--- config.mk ---
export PLATFORM = sky130hd
export DESIGN_NAME = int_vector_seq
export DESIGN_NICKNAME = d
export VERILOG_FILES = /design/src/rtl/int_vector_seq.sv
export SDC_FILE = /design/constraint.sdc
export NUM_CORES = 1
export LEC_CHECK = 0
export ABC_CLOCK_PERIOD_IN_PS = 1800
export CAP_MARGIN = 20
export CORE_ASPECT_RATIO = 0.8
export CORE_MARGIN = 4
export CORE_UTILIZATION = 28
export CTS_CLUSTER_SIZE = 30
export DETAILED_ROUTE_END_ITERATION = 8
export GPL_ROUTABILITY_DRIVEN = 0
export PLACE_DENSITY_LB_ADDON = 0.15
export SLEW_MARGIN = 20
export SYNTH_ARGS = -nofsm -noshare
export SYNTH_HDL_FRONTEND = slang
export SYNTH_SLANG_ARGS = --single-unit
export TNS_END_PERCENT = 50
--- constraint.sdc ---
create_clock -name clk -period 1.8 [get_ports clk]
set_clock_uncertainty 0.1 [all_clocks]
set_input_delay 0.18 -clock clk [delete_from_list [all_inputs] [get_ports clk]]
set_output_delay 0.18 -clock clk [all_outputs]
set_load 0.02 [all_outputs]
--- src/rtl/int_vector_seq.sv ---
// int_vector_seq: arbitrates RESET/NMI/IRQ/BRK and sequences the three
// stack pushes plus the two-byte vector fetch into the PC register.
module int_vector_seq #(
  parameter logic [7:0]  STACK_PAGE = 8'h01,
  parameter logic [15:0] VEC_NMI    = 16'hFFFA,
  parameter logic [15:0] VEC_RST    = 16'hFFFC,
  parameter logic [15:0] VEC_IRQ    = 16'hFFFE
) (
  input  logic        clk,
  input  logic        rst,
  input  logic        nmi_n,
  input  logic        irq_n,
  input  logic        brk_req,
  input  logic        instr_boundary,
  input  logic        i_flag,
  input  logic [7:0]  pcl_in,
  input  logic [7:0]  pch_in,
  input  logic [7:0]  p_in,
  input  logic [7:0]  sp_in,
  input  logic [7:0]  mem_rdata,
  output logic        busy,
  output logic [1:0]  src,
  output logic [15:0] mem_addr,
  output logic [7:0]  mem_wdata,
  output logic        mem_we,
  output logic        mem_re,
  output logic        sp_dec,
  output logic        pc_load_l,
  output logic        pc_load_h_mem,
  output logic        set_i,
  output logic        done
);

  localparam logic [1:0] SRC_RST = 2'd0;
  localparam logic [1:0] SRC_NMI = 2'd1;
  localparam logic [1:0] SRC_IRQ = 2'd2;
  localparam logic [1:0] SRC_BRK = 2'd3;

  typedef enum logic [2:0] {
    S_IDLE   = 3'd0,
    S_PUSH_H = 3'd1,
    S_PUSH_L = 3'd2,
    S_PUSH_P = 3'd3,
    S_VEC_L  = 3'd4,
    S_VEC_H  = 3'd5,
    S_FINISH = 3'd6
  } state_t;

  state_t      r_state;
  state_t      w_next_state;
  logic [1:0]  r_src;
  logic [1:0]  w_next_src;
  logic        r_nmi_n;
  logic        r_nmi_pending;
  logic        w_nmi_edge;
  logic        w_accept_nmi;
  logic [15:0] w_vec;
  logic [15:0] w_stack_addr;

  // The PC low byte is loaded from memory data; its live value is not needed here.
  logic        w_unused;
  assign w_unused = ^mem_rdata;

  assign w_nmi_edge   = r_nmi_n & ~nmi_n;
  assign w_stack_addr = {STACK_PAGE, sp_in};
  assign src          = r_src;

  // State, latched source and NMI edge-detect registers.
  always_ff @(posedge clk) begin
    if (rst) begin
      r_state       <= S_PUSH_H;
      r_src         <= SRC_RST;
      r_nmi_n       <= 1'b1;
      r_nmi_pending <= 1'b0;
    end else begin
      r_state       <= w_next_state;
      r_src         <= w_next_src;
      r_nmi_n       <= nmi_n;
      r_nmi_pending <= (r_nmi_pending & ~w_accept_nmi) | w_nmi_edge;
    end
  end

  // Vector selection from the latched source.
  always_comb begin
    w_vec = VEC_IRQ;
    case (r_src)
      SRC_RST: w_vec = VEC_RST;
      SRC_NMI: w_vec = VEC_NMI;
      default: w_vec = VEC_IRQ;
    endcase
  end

  // Next-state, arbitration and Moore output decode; reset forces strobes low.
  always_comb begin
    w_next_state  = r_state;
    w_next_src    = r_src;
    w_accept_nmi  = 1'b0;
    busy          = 1'b1;
    mem_addr      = 16'h0000;
    mem_wdata     = 8'h00;
    mem_we        = 1'b0;
    mem_re        = 1'b0;
    sp_dec        = 1'b0;
    pc_load_l     = 1'b0;
    pc_load_h_mem = 1'b0;
    set_i         = 1'b0;
    done          = 1'b0;

    if (!rst) begin
      case (r_state)
        S_IDLE: begin
          busy = 1'b0;
          if (instr_boundary) begin
            if (r_nmi_pending) begin
              w_next_state = S_PUSH_H;
              w_next_src   = SRC_NMI;
              w_accept_nmi = 1'b1;
            end else if (!irq_n && !i_flag) begin
              w_next_state = S_PUSH_H;
              w_next_src   = SRC_IRQ;
            end else if (brk_req) begin
              w_next_state = S_PUSH_H;
              w_next_src   = SRC_BRK;
            end
          end
        end
        S_PUSH_H: begin
          mem_addr     = w_stack_addr;
          mem_wdata    = pch_in;
          mem_we       = (r_src != SRC_RST);
          sp_dec       = 1'b1;
          w_next_state = S_PUSH_L;
        end
        S_PUSH_L: begin
          mem_addr     = w_stack_addr;
          mem_wdata    = pcl_in;
          mem_we       = (r_src != SRC_RST);
          sp_dec       = 1'b1;
          w_next_state = S_PUSH_P;
        end
        S_PUSH_P: begin
          mem_addr     = w_stack_addr;
          mem_wdata    = {p_in[7:6], 1'b1, (r_src == SRC_BRK), p_in[3:0]};
          mem_we       = (r_src != SRC_RST);
          sp_dec       = 1'b1;
          w_next_state = S_VEC_L;
        end
        S_VEC_L: begin
          mem_addr     = w_vec;
          mem_re       = 1'b1;
          w_next_state = S_VEC_H;
        end
        S_VEC_H: begin
          mem_addr     = 16'(w_vec + 16'd1);
          mem_re       = 1'b1;
          pc_load_l    = 1'b1;
          w_next_state = S_FINISH;
        end
        S_FINISH: begin
          pc_load_h_mem = 1'b1;
          set_i         = 1'b1;
          done          = 1'b1;
          w_next_state  = S_IDLE;
        end
        default: begin
          w_next_state = S_IDLE;
        end
      endcase
    end
  end

endmodule

## After elaboration in Yosys (flattened, before gate mapping)

Index checks and enable logic that the tools add are counted.

- Reductions and logical operators: 11
- Mux-type cells: 29
- Bitwise logic cells: 5
- Equality and inequality tests: 10
- $add $sub $neg: 1

Operators with widths:

| kind | count |
|---|---|
| $pmux W16 S3 | 1 |
| $pmux W8 S3 | 1 |
| $pmux W3 S6 | 1 |
| $add A16 B1 Y16 const B | 1 |
| $mux W1 | 16 |
| $mux W16 | 1 |
| $mux W3 | 4 |
| $eq A3 B3 Y1 const B | 3 |
| $mux W8 | 1 |
| $eq A3 B2 Y1 const B | 2 |
| $mux W2 | 3 |
| $pmux W3 S2 | 1 |
| $ne A4 B4 Y1 const B | 1 |
| $eq A3 B1 Y1 const B | 1 |
| $logic_not A3 Y1 | 1 |
| $reduce_and A3 Y1 | 1 |
| $reduce_bool A3 Y1 | 1 |
| $reduce_or A3 Y1 | 1 |
| $and A1 B1 Y1 | 2 |
| $eq A2 B1 Y1 const B | 1 |
| $eq A2 B2 Y1 const B | 1 |
| $logic_not A1 Y1 | 2 |
| $logic_not A2 Y1 | 1 |
| $ne A2 B2 Y1 const B | 1 |
| other kinds (6) | 7 |

- Output and inout port bits: 34
- Register bits: 7
- Word-level logic and storage cells: 60
- Input port bits: 47

## Logic depth before layout (Yosys ltp)

Gate-level depths: netlist of run 1.

- Depth after elaboration: 7
- Mapped depth: 5
- Gate-level depth less buffers: 3

## Least setup slack after synthesis of run 1

Ideal clock, no wire load.

- Path type: register to output
- Start point: register r_state[1]
- End point: output port pc_load_h_mem
- Setup slack: -0.252 ns
- Data arrival time: 1.772 ns
- Cell stages (with the launch flop): 5
- Path through: dfxtp_1 buf_6 inv_1 nor4_1 buf_4

- Word-level cells in the longest chain between the ends: 3

Ends and longest elaborated chain:

| element | line | RTL |
|---|---|---|
| from (decl) | 49 | `state_t r_state;` |
| from (signal assigned) | 76 | `r_state <= w_next_state;` |
| $eq A3 B3 Y1 | n/a |  |
| $mux W1 (2 in a row) | n/a |  |
| to (decl) | 29 | `output logic pc_load_h_mem,` |

Every way passes these cells.

## Worst setup path in the final report of run 1

- Start point: register r_state[1]
- End point: output port mem_wdata[6]

- Word-level cells in the longest chain between the ends: 3
- Elaborated cells between the ends (all ways): 5
- Those cells by class: 3 x eq/ne; 2 x mux

Ends and longest elaborated chain:

| element | line | RTL |
|---|---|---|
| $eq A3 B2 Y1 or $eq A3 B1 Y1 (tied branches) | 110 | `case (r_state)` |
| $pmux W8 S3 (*) | 110 |  |
| $mux W8 (*) | 109 | `if (!rst) begin` |
| to (decl) | 24 | `output logic [7:0] mem_wdata,` |

Every way passes the cells marked *; elsewhere a longest branch is shown, timed or not.

==> results of run 1 <==
[path summary, 6_finish.rpt]
kind / from / to / slack (ns) / cells after the start
worst min register to register: r_nmi_n / r_nmi_pending / 0.36 / 2
worst max register to register: r_state[0] / src[0] / 0.27 / 4
worst max-delay path: r_state[1] / mem_wdata[6] / 0.05 / 5
worst min-delay path: rst / r_state[1] / 0.31 / 3
[critical path, delay by kind of cell, from the launching register on]
family                 cells  cell delay [ns]
DFF                        1             0.37
and+or+nand+nor            1             0.05
buffers and inverters      2             0.28
AOI/OAI and AO/OA          1             0.17
muxes                      1             0.34
[cells by family (layout without fill, tap and decap cells)]
logic type,after synthesis,after routing,synth area share [%]
and+or+nand+nor,35,35,27.1
AOI/OAI and AO/OA,29,29,26.6
buffers and inverters,20,98,18.8
DFF,7,7,18.6
muxes,6,6,8.97
[cells in the final DEF, fill, tap and decap left out, drive strengths merged, types with 3 or more instances in the layout]
master | Yosys | routed
a21o | 5 | 5
a21oi | 7 | 7
a22oi | 6 | 6
buf | 15 | 44
clkbuf | 1 | 8
clkdlybuf4s50 | 0 | 37
dfxtp | 7 | 7
dlygate4sd2 | 0 | 5
inv | 4 | 4
mux2 | 6 | 6
nand2 | 5 | 5
nand2b | 3 | 3
nor2 | 12 | 12
nor3 | 4 | 4
o21ai | 4 | 4
[flip-flops by register name (all words and copies together) (netlist names)]
| name | cells |
|---|---|
| r_nmi_n | 1 |
| r_state | 3 |
| src | 2 |
| r_nmi_pending | 1 |
[synthesized netlist by cell type, drive strengths merged (2+ instances only)]
library cell  instances  area (µm²)
buf                  15         123
inv                   4        15.0
nand3                 2        10.0
nand2                 5        18.8
a21o                  5        37.5
a221oi                2        17.5
o21ai                 4        20.0
a22oi                 6        45.0
a21oi                 7        35.0
nor3                  4        25.0
a22o                  2        20.0
nor2                 12        52.6
mux2                  6        67.6
or2                   2        12.5
dfxtp                 7         140
nand2b                3        18.8
and2                  2        13.8
[layout make-up]
cell class | instances | area [µm²]
flip-flops and latches | 7 | 144
fillers | 251 | 1020
clock buffers | 4 | 26.3
repair buffers | 90 | 744
well taps | 36 | 45.0
inverters | 4 | 15.0
multi-input cells | 70 | 510
[power breakdown]
group	switching [mW]	total (mW)	internal, mW
registers	0.0171	0.187	0.170
logic	0.243	0.502	0.259
clock network	0.0549	0.139	0.0844
[through the flow]
step,hold WS [ns],cell area [µm²],setup WS [ns]
2_1_floorplan,0.187,759,-0.0445
3_3_place_gp,0.340,1520,-0.384
3_5_place_dp,0.364,1520,-0.410
4_1_cts,0.297,1510,-0.140
5_1_grt,0.325,1490,-0.0152
6_report,0.311,1490,0.0511
[what timing repair did]
| item | CTS | global route |
|---|---|---|
| gates resized for setup | 95 | 36 |
| buffers inserted | 5 | 0 |
| setup endpoints to repair | 32 | 24 |
| hold buffers | 0 | 0 |
| pin swaps | 1 | 1 |
[metal layers]
metal	wire (µm)	GRT usage [%]	share of wire [%]	up-vias
li1	-	-	-	495
met1	1170	18.0	41	460
met2	1350	29.0	48	41
met3	288	4.93	10	2
met4	9	3.04	0.32	0
met5	0	0	0	-
==> summary.md, run 1 <==
| Metric | Value |
|---|---|
| Critical path, cell by cell | `buf_12 > mux2_2 > a22oi_2 > nor2_1 > buf_2` |
| Worst slew pin tran | `~0.31 ns` |
| DP Wirelength | `around 2300 µm` |
| H-tree lvl count | `1` |
| Pwr Total | `approximately 0.83 mW` |
| Die X | `roughly 66 µm` |
| Fin util | `between 50 and 60%` |
| Rel. slew slack | `78.8%` |
| FF+latch count, synth | `7` |
| Largest net degree at the start of global routing | `12` |
| Die ar. | `around 3600 µm²` |
| Primary FF master, synth | `dfxtp_1` |
| Clk slew on worst S/H paths | `roughly 0.05 ns` |
| Placed Cells | `roughly 200` |
| Mapped cell area | `around 750 µm²` |
| Worst vdd ir | `around 0.00041 V` |
| Layout area overhead | `97.2%` |
| Slowest cell delay on critical path | `roughly 0.37 ns` |
| Mapped Cells | `97` |
| Die H | `about 54 µm` |
| Global-route usage over all layers | `15.7%` |
| Initial Utilization | `30.1%` |
| Ys async rst share | `0%` |
| Sequential element share of the synthesized area | `a little under a fifth` |
| Iter 0 DRT Violations | `19` |
| Sum of negative setup slack | `0 ns` |
| Drt drc | `0` |
| Hold Crit Class | `in -> reg` |
| Netlist cell types | `32` |
| CP Max Fanout | `10` |
| Post-Syn Nets | `approximately 140` |
| Max cap viols | `0` |
| Max clock buf depth | `2` |
| Final setup violation count | `0` |
| Clock Sinks | `7` |
| Cell Pwr Density | `approximately 560 nW/µm²` |
| Number of global-route vias before repair | `957` |
| WL per Instance | `13.3 µm` |
| IO Pins | `81` |
| Fmax | `about 0.57 GHz` |
| First-pass GRT wire length | `~4300 µm` |
| Final Non-Filler Cells | `roughly 210` |
| Post-route minimum period | `approximately 1.7 ns` |
| Worst path required time | `1.52 ns` |
| GRT overflow | `0` |
| Fraction of layout cells with a size suffix above 1 | `between 40 and 50%` |
| Setup CP Type | `reg -> out` |
| I/O Buffers | `70` |
| Unrepaired setup endpoints after global routing | `true` |
| Crit start category | `flop` |
| Routed vias/inst | `4.73` |
| Final ANT Viol Nets | `0` |
| EDFF count, synth | `0` |
| Initial antenna violation count | `0` |
| Avg Inst Size Synth | `between 7 and 8 µm²` |
| Hold Violations, Final | `0` |
| Worst EP arrival | `roughly 1.5 ns` |
| Clock root cell | `clkbuf_4` |
| Slowest-stage cell, CP | `dfxtp_4` |
| Worst-skew pair later-pin latency | `0.25 ns` |
| Crit end category | `output port` |
| CTS Buf Count | `3` |
| Nets@finish | `approximately 220` |
| CTS tree | `built` |
| Status | `complete, no violations` |
| Total Wirelength | `around 2800 µm` |
| Diodes inserted | `0` |
| Leak pwr | `~0.70 nW` |
| First drt pass iteration count | `4` |
| Max Slew Vio Count | `0` |
| Standard-cell row count | `16` |
| Period utilisation layout | `around 97%` |
| Core Region | `2500 µm²` |
| Yosys warning count | `0` |
| DR vias | `998` |
No activity file was read; power rests on OpenSTA's default activity.
==> run 2: changes to the inputs <==
Settings changed: GPL_TIMING_DRIVEN from default to 0.
==> summary.md, run 2 (synthesized netlist as in run 1, its figures left out) <==
| Metric | Value |
|---|---|
| Worst EP arrival | `1.49 ns (was 1.47 ns)` |
| HP Start | `rst (unchanged)` |
| Worst Setup SP | `r_state[2] (was r_state[1])` |
| Clk slew on worst S/H paths | `0.05 ns (about the same)` |
| Diodes inserted | `0 (unchanged)` |
| Crit end category | `output port (unchanged)` |
| Clock root cell | `clkbuf_4 (unchanged)` |
| Total Wirelength | `2970 µm (was 2810 µm)` |
| Layout area overhead | `113% (was 97.2%)` |
| Status | `complete, no violations (unchanged)` |
| IO Pins | `81 (unchanged)` |
| Nets@finish | `230 (was 223)` |
| Max Slew Vio Count | `0 (unchanged)` |
| Leak pwr | `0.762 nW (was 0.705 nW)` |
| Most flops, register | `r_state (unchanged)` |
| Fraction of layout cells with a size suffix above 1 | `45.1% (was 41.1%)` |
| Cell Pwr Density | `539 nW/µm² (was 558 nW/µm²)` |
| Max clock buf depth | `2 (unchanged)` |
| Post-route minimum period | `1.77 ns (was 1.75 ns)` |
| Rel. slew slack | `76.6% (was 78.8%)` |
| Worst path required time | `1.52 ns (about the same)` |
| Unrepaired setup endpoints after global routing | `true (unchanged)` |
| First drt pass iteration count | `4 (unchanged)` |
| Commonest non-fill, non-tap cell in the layout | `clkdlybuf4s50_1 (unchanged)` |
| Final ANT Viol Nets | `0 (unchanged)` |
| Die ar. | `3590 µm² (unchanged)` |
| Met1 Wirelength | `1300 µm (was 1170 µm)` |
| Critical path, cell by cell | `or2_1 > buf_6 > nor2_4 > buf_6 > a21o_1 > buf_4 (was buf_12 > mux2_2 > a22oi_2 > nor2_1 > buf_2)` |
| Slowest cell delay on critical path | `0.34 ns (was 0.37 ns)` |
| Hold depth | `3 (unchanged)` |
| Number of global-route vias before repair | `918 (was 957)` |
| Max cap viols | `0 (unchanged)` |
| Iter 0 DRT Violations | `11 (was 19)` |
| Slowest-stage cell, CP | `dfxtp_2 (was dfxtp_4)` |
| DR top layer | `met3 (was met4)` |
| Worst-skew pair later-pin latency | `0.25 ns (about the same)` |
| GRT overflow | `0 (unchanged)` |
| Most frequent cells in the layout | `clkdlybuf4s50_1 (37), buf_4 (24), buf_2 (19), nor2_1 (10) (was clkdlybuf4s50_1 (37), buf_2 (21), buf_4 (19), nor2_1 (10), a21oi_1 (7))` |
| FF-to-FF path depth | `4 (unchanged)` |
| DR WL met3 | `270 µm (was 288 µm)` |
| WL per Instance | `13.6 µm (was 13.3 µm)` |
| Largest net degree at the start of global routing | `11 (was 12)` |
| Crit start category | `flop (unchanged)` |
| Placed Cells | `203 (was 202)` |
| Initial antenna violation count | `0 (unchanged)` |
| Core Region | `2500 µm² (unchanged)` |
| CP Max Fanout | `7 (was 10)` |
| Drt drc | `0 (unchanged)` |
| Clock Sinks | `7 (unchanged)` |
| Standard-cell row count | `16 (unchanged)` |
| Critical Path Stages | `6 (was 5)` |
| Die X | `66.0 µm (unchanged)` |
| CTS tree | `built (unchanged)` |
| CP top delay family | `simple AND/OR/NAND/NOR gates (was flip-flops)` |
| Setup CP Type | `reg -> out (unchanged)` |
| DR vias | `1023 (was 998)` |
| Final setup violation count | `0 (unchanged)` |
| Initial Utilization | `30.1% (unchanged)` |
| Hold Violations, Final | `0 (unchanged)` |
| DP Wirelength | `2250 µm (was 2300 µm)` |
| Worst slew pin tran | `0.346 ns (was 0.313 ns)` |
| Met2 WL | `1400 µm (was 1350 µm)` |
| Die H | `54.4 µm (unchanged)` |
| Global-route usage over all layers | `15.9% (was 15.7%)` |
| CTS Buf Count | `3 (unchanged)` |
| I/O Buffers | `70 (unchanged)` |
| Worst vdd ir | `0.000463 V (was 0.000410 V)` |
| Final Non-Filler Cells | `218 (was 211)` |
| FF-to-FF Start | `r_state[1] (was r_state[0])` |
| Pwr Total | `0.866 mW (was 0.828 mW)` |
| Hold Crit Class | `in -> reg (unchanged)` |
| Hold-fix buffers, CTS | `0 (unchanged)` |
| Max FFs per register | `3 (unchanged)` |
| CP bufs+invs | `3 (was 2)` |
| First-pass GRT wire length | `4370 µm (was 4310 µm)` |
| H-tree lvl count | `1 (unchanged)` |
| Routed vias/inst | `4.69 (was 4.73)` |
| Fmax | `0.564 GHz (was 0.572 GHz)` |
| Most common cell on crit path | `buf_6` |
| Period utilisation layout | `98.5% (was 97.2%)` |
-- run 2: per-layer routing --
layer | track usage (%) | up-vias
met3 | 5.54 | 0
met4 | 1.69 | 0
met5 | 0 | -
met2 | 29.0 | 47
met1 | 18.8 | 465
li1 | - | 511
-- run 2: power by group --
group          switching [mW]  internal, mW
registers              0.0187         0.172
clock network          0.0562        0.0845
logic                   0.251         0.284
total                   0.326         0.540
-- run 2: metrics by stage --
step | setup TNS [ns] | hold WS [ns] | cell area [µm²] | setup WS [ns] | util, %
after floorplan | -0.107 | 0.187 | 759 | -0.0445 | -
after global placement | -15.86 | 0.340 | 1510 | -0.843 | 60.2
after detailed placement | -16.72 | 0.350 | 1510 | -0.889 | 60.2
after CTS | -0.245 | 0.357 | 1580 | -0.122 | 63.0
after global routing | -0.147 | 0.227 | 1610 | -0.0422 | 64.2
final | 0 | 0.204 | 1610 | 0.0277 | 64.2
-- run 2: area by class of cell --
type                    count  area [µm²]
plain buffers              15         138
clock buffers               4        26.3
fillers                   245         896
inverters                   4        18.8
multi-input cells          70         502
flip-flops and latches      7         146
well taps                  36        45.0
repair buffers             82         731
-- run 2: repair_timing --
action / CTS / global route
gates resized for setup: 137 / 18
buffers inserted: 8 / 2
endpoints found under the setup margin: 32 / 22
gates cloned: 1 / 1
pin swaps: 4 / 4
-- run 2: tightest hold or removal path, stage by stage --
cell	delay, ns
dlymetal6s2s_1	0.10
clkbuf_8	0.18
a21oi_1	0.04
-- run 2: worst paths after layout --
| check | end | slack [ns] |
|---|---|---|
| min | r_state[2] | 0.20 |
| max | mem_addr[4] | 0.03 |
| min reg2reg | r_nmi_pending | 0.35 |
| max reg2reg | src[0] | 0.37 |
